===== src/rtl/div32_seq.sv =====
`default_nettype none
// =============================================================================
// Module      : div32_seq
// Description : Iterative restoring divider for RV32M DIV/DIVU/REM/REMU.
//               It produces one quotient bit per clock, then applies one
//               sign-correction cycle.
// Revision    : 1.0 - initial release
// =============================================================================
module div32_seq #(
    parameter int N = 32
) (
    input  logic         clk,
    input  logic         reset,
    input  logic         start,
    input  logic [1:0]   op,
    input  logic [N-1:0] X,
    input  logic [N-1:0] Y,
    output logic         busy,
    output logic         done,
    output logic [N-1:0] result
);

    localparam int                 c_CNT_W   = $clog2(N);
    localparam logic [c_CNT_W-1:0] c_LAST    = c_CNT_W'(N - 1);
    localparam logic [N-1:0]       c_MOST_NEG = {1'b1, {(N-1){1'b0}}};

    typedef enum logic [1:0] {
        S_IDLE = 2'd0,
        S_CALC = 2'd1,
        S_FIX  = 2'd2
    } state_t;

    state_t               r_state;
    logic [N-1:0]         r_q;
    logic [N-1:0]         r_r;
    logic [N-1:0]         r_d;
    logic [c_CNT_W-1:0]   r_cnt;
    logic                 r_rem;
    logic                 r_sign_q;
    logic                 r_sign_r;
    logic                 r_special;

    logic                 w_x_neg;
    logic                 w_y_neg;
    logic [N-1:0]         w_abs_x;
    logic [N-1:0]         w_abs_y;
    logic                 w_div0;
    logic                 w_ovf;
    logic [N:0]           w_shift;
    logic [N+1:0]         w_diff;
    logic                 w_ge;

    assign w_x_neg = ~op[0] & X[N-1];
    assign w_y_neg = ~op[0] & Y[N-1];
    assign w_abs_x = w_x_neg ? -X : X;
    assign w_abs_y = w_y_neg ? -Y : Y;
    assign w_div0  = (Y == '0);
    assign w_ovf   = ~op[0] & (X == c_MOST_NEG) & (Y == '1);

    // The shifted partial remainder keeps its MSB so that divisors with
    // bit N-1 set still compare correctly; the borrow decides R' >= D.
    assign w_shift = {r_r, r_q[N-1]};
    assign w_diff  = {1'b0, w_shift} - {2'b00, r_d};
    assign w_ge    = ~w_diff[N+1];

    always_ff @(posedge clk or posedge reset) begin
        if (reset) begin
            r_state   <= S_IDLE;
            r_q       <= '0;
            r_r       <= '0;
            r_d       <= '0;
            r_cnt     <= '0;
            r_rem     <= 1'b0;
            r_sign_q  <= 1'b0;
            r_sign_r  <= 1'b0;
            r_special <= 1'b0;
            busy      <= 1'b0;
            done      <= 1'b0;
            result    <= '0;
        end else begin
            done <= 1'b0;
            case (r_state)
                S_IDLE: begin
                    if (start) begin
                        r_rem <= op[1];
                        r_cnt <= '0;
                        busy  <= 1'b1;
                        if (w_div0 || w_ovf) begin
                            // Final values are preloaded; FIX only publishes them.
                            r_special <= 1'b1;
                            r_sign_q  <= 1'b0;
                            r_sign_r  <= 1'b0;
                            r_d       <= Y;
                            r_q       <= w_div0 ? '1 : c_MOST_NEG;
                            r_r       <= w_div0 ? X  : '0;
                            r_state   <= S_FIX;
                        end else begin
                            r_special <= 1'b0;
                            r_sign_q  <= w_x_neg ^ w_y_neg;
                            r_sign_r  <= w_x_neg;
                            r_q       <= w_abs_x;
                            r_r       <= '0;
                            r_d       <= w_abs_y;
                            r_state   <= S_CALC;
                        end
                    end
                end
                S_CALC: begin
                    r_r <= w_ge ? w_diff[N-1:0] : w_shift[N-1:0];
                    r_q <= {r_q[N-2:0], w_ge};
                    if (r_cnt == c_LAST) begin
                        r_state <= S_FIX;
                    end else begin
                        r_cnt <= r_cnt + 1'b1;
                    end
                end
                S_FIX: begin
                    if (r_rem) begin
                        result <= (r_sign_r && !r_special) ? -r_r : r_r;
                    end else begin
                        result <= (r_sign_q && !r_special) ? -r_q : r_q;
                    end
                    busy    <= 1'b0;
                    done    <= 1'b1;
                    r_state <= S_IDLE;
                end
                default: begin
                    r_state <= S_IDLE;
                    busy    <= 1'b0;
                end
            endcase
        end
    end

endmodule
`default_nettype wire


===== config.mk =====
export PLATFORM = sky130hd
export DESIGN_NAME = div32_seq
export DESIGN_NICKNAME = d
export VERILOG_FILES = /design/src/rtl/div32_seq.sv
export SDC_FILE = /design/constraint.sdc
export NUM_CORES = 1
export LEC_CHECK = 0
export BUFFER_PORTS_ARGS = -buffer_cell sky130_fd_sc_hd__buf_2
export CORE_MARGIN = 2
export CORE_UTILIZATION = 40
export CTS_CLUSTER_DIAMETER = 120
export DETAILED_ROUTE_END_ITERATION = 16
export PLACE_DENSITY_LB_ADDON = 0.1
export SYNTH_ARGS = -nofsm -noshare
export SYNTH_HDL_FRONTEND = slang
export SYNTH_SLANG_ARGS = --single-unit

===== constraint.sdc =====
create_clock -name clk -period 5.9 [get_ports clk]
set_input_delay 1.77 -clock clk [delete_from_list [all_inputs] [get_ports clk]]
set_output_delay 1.77 -clock clk [all_outputs]
set_load 0.05 [all_outputs]

### After elaboration in Yosys (flattened, before gate mapping)

Index checks and enable logic that the tools add are counted.

| storage, ports and cells | value |
|---|---|
| register bits | 141 |
| output and inout port bits | 34 |
| word-level logic and storage cells | 74 |
| input port bits | 69 |

| operators by class | value |
|---|---|
| add/subtract/negate cells | 6 |
| equality and inequality tests | 8 |
| bitwise logic cells | 8 |
| reductions and logical operators | 12 |
| muxes and demuxes | 28 |

Operators by type and width:

| operator | count |
|---|---|
| 2-to-1 mux 32 bit | 12 |
| negation 32 bit | 4 |
| one-hot mux 32 bit (2 select lines) | 2 |
| == test 32 bit (second input constant) | 2 |
| subtractor 33 x 32 -> 34 bit | 1 |
| logical NOT 32 bit | 1 |
| 2-to-1 mux 31 bit | 1 |
| 2-to-1 mux 5 bit | 2 |
| one-hot mux 5 bit (2 select lines) | 1 |
| AND reduction 2 bit | 4 |
| 2-to-1 mux 2 bit | 3 |
| != test 2 bit (second input constant) | 3 |
| adder 5 x 1 -> 5 bit (second input constant) | 1 |
| == test 5 bit (second input constant) | 1 |
| 2-to-1 mux 1 bit | 5 |
| AND 1 bit | 4 |
| one-hot mux 2 bit (2 select lines) | 1 |
| inverter 1 bit | 3 |
| AND reduction 3 bit | 1 |
| == test 2 x 1 -> 1 bit (second input constant) | 1 |
| == test 2 bit (second input constant) | 1 |
| logical AND 1 bit | 2 |
| logical NOT 2 bit | 1 |
| one-hot mux 1 bit (2 select lines) | 1 |
| 4 further kinds | 4 |

### Logic depth before layout (Yosys ltp)

| depth | value |
|---|---|
| word-level depth | 7 |
| depth in mapped cells | 14 |
| gate-level depth less buffers | 13 |

### Worst setup path after synthesis

Ideal clock, no wire load.

| path | value |
|---|---|
| path type | input to register |
| from | input port X[19] |
| to | register r_q[25] |
| data required time | 5.772 ns |
| buffers on the path | 1 |
| setup time | 0.128 ns |
| slack | 1.937 ns |
| stages on the path | 9 |
| data arrival time | 3.835 ns |
| cell sequence | or3_4 > or3_4 > or4_4 > or3_1 > buf_6 > nand3_4 > nor2_1 > a2111oi_2 > nor2_1 |

| on the way | value |
|---|---|
| longest elaborated chain between the ends | 7 |
| elaborated cells between the ends (all ways) | 9 |
| those cells by class | add/sub (1); eq/ne (1); mux (4); bitwise (2); reduce/logical (1) |

Ends and longest elaborated chain:

| what | line | RTL |
|---|---|---|
| start, declared | 16 | `input logic [N-1:0] X,` |
| parallel branches: the longest is 4 deep, another holds negation 32 bit | -- |  |
| 2-to-1 mux 32 bit (*) | 88 | `if (w_div0 \|\| w_ovf) begin` |
| 2-to-1 mux 32 bit (*) | 84 | `if (start) begin` |
| one-hot mux 32 bit (2 select lines) (*) | 82 | `case (r_state)` |
| end signal, assigned | 94 | `r_q <= w_div0 ? '1 : c_MOST_NEG;` |
| end signal, assigned | 101 | `r_q <= w_abs_x;` |
| end signal, assigned | 110 | `r_q <= {r_q[N-2:0], w_ge};` |
| end, declared | 34 | `logic [N-1:0] r_q;` |

Mark *: on every way between the ends. The select of a mux whose other input is x is not followed.
A chain may end at the register's enable or synchronous reset.

### Final worst setup path

| path | value |
|---|---|
| from | input port Y[31] |
| to | register r_sign_q |

| on the way | value |
|---|---|
| longest elaborated chain between the ends | 4 |
| elaborated cells between the ends (all ways) | 7 |
| those cells by class | eq/ne (1); mux (1); bitwise (3); reduce/logical (2) |

Ends and longest elaborated chain:

| what | line | RTL |
|---|---|---|
| start, declared | 17 | `input logic [N-1:0] Y,` |
| == test 32 bit | 58 | `assign w_ovf = ~op[0] & (X == c_MOST_NEG) & (Y == '1);` |
| AND 1 bit | 58 |  |
| logical OR 1 bit | 88 |  |
| 2-to-1 mux 1 bit (*) | 88 |  |
| end signal, assigned | 99 | `r_sign_q <= w_x_neg ^ w_y_neg;` |
| end, declared | 39 | `logic r_sign_q;` |

Mark *: on every way between the ends. The rest lies on a longest branch, timed or not.

==> impl_results.md <==
* Status: finished, final reports clean
* XOR/XNOR share of the synthesized area at 0.1120
* Worst-margin pin slew at 1.200 ns
* Hpwl dp at 25400 um
* Pre-Repair DR Iteration Count at 7
* Share of total power in sequential cells at 0.243
* Leak at 0.005444 uW
* Library cells used by synthesis at 76
* Setup TNS at 0 ns
* Instance count of the mapped netlist at 1397
* Dpl ws at 1.217 ns
* Worst-path clk slew at 0.06 ns
* Post-CTS Setup Bufs at 0
* Post-synthesis async set-or-reset flop share at 1.000
* Synth top cells by count: 190 x nand2_1, 141 x dfrtp_1, 139 x o21ai_0
* Mux contribution to synthesized area at 0.01259
* First-pass GRT wire length at 53650 um
* TritonCTS clock tree: done
* Critical Path RT at 6.20 ns
* Simple-gate portion of the synthesized area at 0.2123
* Crit Path Category: in -> reg
* Final Skew at 0.01067 ns
* Post-Layout Cell Count at 1811
* Global placer's final weighted congestion at 0.8527
* Yosys top cell area share at 0.3199
* Reg-to-reg endpoint: r_r[10]$_DFFE_PP0P_
* R2R cell count at 12
* Clk pwr share at 0.147
* Final wirelength at 33030 um
* Num ports at 103
* Primary FF master, synth: dfrtp_1
* Synth area leader: dfrtp_1
* Register area share after synthesis at 0.3199
* Syn Std Cell Area at 11030 um^2
* Clock Path Buffers at 2
* Critical path arrival at 4.70 ns
* Critical Path Start Type: input port
* Post-cts resize count at 0
* Max Cap Viol at 0
* Die height at 170.1 um
* Net Switching at 4278 uW
* Yosys warning total at 0
* Tcrit/Tclk final at 0.7461
* Final-report hold violation count at 0
* CTS root buffer: clkbuf_16
* Maximum clock rate at 227.2 MHz
* Final Slew Violations at 0
* Worst-Skew Late Latency at 0.42 ns
* Type of the tightest min-delay check: reg -> reg
* #FFs+latches synth at 141
* Vias/cell at 5.515
* Pin count of the biggest net entering global routing at 106
* Number of synthesized flops with an enable pin at 0
* Final ANT Viol Nets at 0
* Fin crit period at 4.402 ns
* Buffers on Ports at 102
* Inserted Diodes at 0
* Layout cell share with drive strength beyond 1 at 0.1354
* Relative slew slack at 0.1928
* Antenna violations before repair at 0
* Cts hold-fix bufs at 0
* Initial DRC Count at 608
* Worst Hold Depth at 2
* Final setup margin at 1.498 ns
* Total grt overflow at 0
* Synth Area in Compound Gates at 0.2399
* Die area at 28920 um^2
* DRC violations left at 0
* Largest family of logic cells by synthesized area: compound AO/OA/AOI/OAI gates
* Worst setup EP type: flop
* Detailed-route wire length per cell at 18.24 um
* Hold Path Origin: result[12]$_DFFE_PP0P_
* Crit Path Max Fanout at 7
* Avg Cell Area, Syn at 7.895 um^2
* Count leader, synth: nand2_1
* Adder-Cell Fraction of Synth Area at 0.04606
* Switching Share at 0.4969
* RSZ-0062 raised after global routing: no
* Starting Density at 0.4081
* Placed cell count at 1779
* H-Tree Depth at 4
* Syn_nets at 1506
* Worst IR Drop VDD at 0.0002509 V
* Int Pwr at 4330 uW
* Vias after detailed routing at 9988
* DIE WIDTH at 170.1 um
* Hold endpoint: result[12]$_DFFE_PP0P_
* Power Density at 692.3 nW/um^2
* R2r startpoint: r_q[31]$_DFFE_PP0P_
* Logic pwr share at 0.610
* Vias in the first global route at 9621
* Clk sinks at 141
* Core footprint at 27030 um^2
* Total CTS buffers at 17
* Synthesis-to-layout area growth at 12.73%
* Rows at 60
* R2r setup slk at 1.73 ns
* # setup viols final at 0
* Nets at 1566
* Tot GR Track Use at 0.2359
* Synth area leaders: dfrtp_1 32%, nand2_1 6.5%, o21ai_0 6.3%, xnor2_1 6.0%, xor2_1 5.2%
==> cell type report <==
type / instances / area [um^2]
sequential: 141 / 3528
inverter: 61 / 234.0
clock inverter: 10 / 207.7
timing repair buffer: 122 / 660.6
multi-input combinational: 1114 / 6892
clock buffer: 22 / 484.2
fill: 2745 / 14590
tap: 341 / 426.7
==> power groups by stage <==
stage	sequential, uW	clock, uW	combinational [uW]
after floorplan	2220	0	3820
after global placement	2080	0	5190
after detailed placement	2090	0	5230
after CTS	2070	1280	5260
after global routing	2160	1330	5920
final	2090	1260	5250
==> state kept, by name, summed over array words and instances, names as in the netlist <==
register   flops
r_rem          1
r_q           32
r_d           32
result        32
r_cnt          5
done           1
r_r           32
r_special      1
r_sign_r       1
r_sign_q       1
busy           1
r_state        2
==> layout by cell type, fill, tap and decap left out, types with 15 or more instances in the layout <==
cell,instances
o21ai_1,24
o21ai_0,139
inv_1,60
nand3_1,34
a31oi_1,18
nor4_1,15
nor2_1,115
o31ai_1,24
and3_1,15
xor2_1,65
a221oi_1,20
a21oi_1,104
nor3_1,31
ha_1,39
clkbuf_16,17
nand4_1,15
a21o_1,17
buf_2,102
xnor2_1,76
dfrtp_1,141
buf_4,20
nand2_1,189
==> critical path, stage by stage <==
cell	delay, ns
buf_2	0.23
nand4_1	0.15
nor4_1	1.02
nand4_1	0.33
or3_1	0.64
nand2_1	0.29
nor4_1	0.09
a21o_1	0.18
==> per-stage QoR <==
stage                 util  hold WS (ns)  instance area [um^2]  power, uW
floorplan                -        0.4498                 11030       6039
CTS                 0.4600        0.4786                 12430       8614
global placement    0.4344        0.4560                 11740       7268
detailed placement  0.4344        0.4648                 11740       7325
finish              0.4600        0.4701                 12430       8608
global route        0.4600        0.4981                 12430       9408
==> worst max path at each step <==
stage                             start                    to
finish                            Y[31]  r_sign_q$_DFFE_PP0P_
global route        r_q[31]$_DFFE_PP0P_   r_r[18]$_DFFE_PP0P_
CTS                               Y[21]   r_q[26]$_DFFE_PP0P_
detailed placement                Y[21]   r_q[26]$_DFFE_PP0P_
global placement                  Y[31]   r_d[30]$_DFFE_PP0P_
floorplan                         reset      busy$_DFFE_PP0P_
==> cells by family (layout without fill, tap and decap cells) <==
family                     count (synthesis)  count (layout)
AOI/OAI and AO/OA                        432             432
xor gates and xnor gates                 141             141
adders and majority gates                 40              40
buffers and inverters                    142             215
DFF                                      141             141
muxes                                     13              13
and+or+nand+nor                          488             488
==> routing by layer <==
| metal | track usage | part of all wire |
|---|---|---|
| met1 | 0.3434 | 0.50 |
| met2 | 0.3809 | 0.45 |
| met3 | 0.02093 | 0.041 |
| met4 | 0.05128 | 0.0085 |
| met5 | 0 | 0 |
No activity file was read; power rests on OpenSTA's default activity.
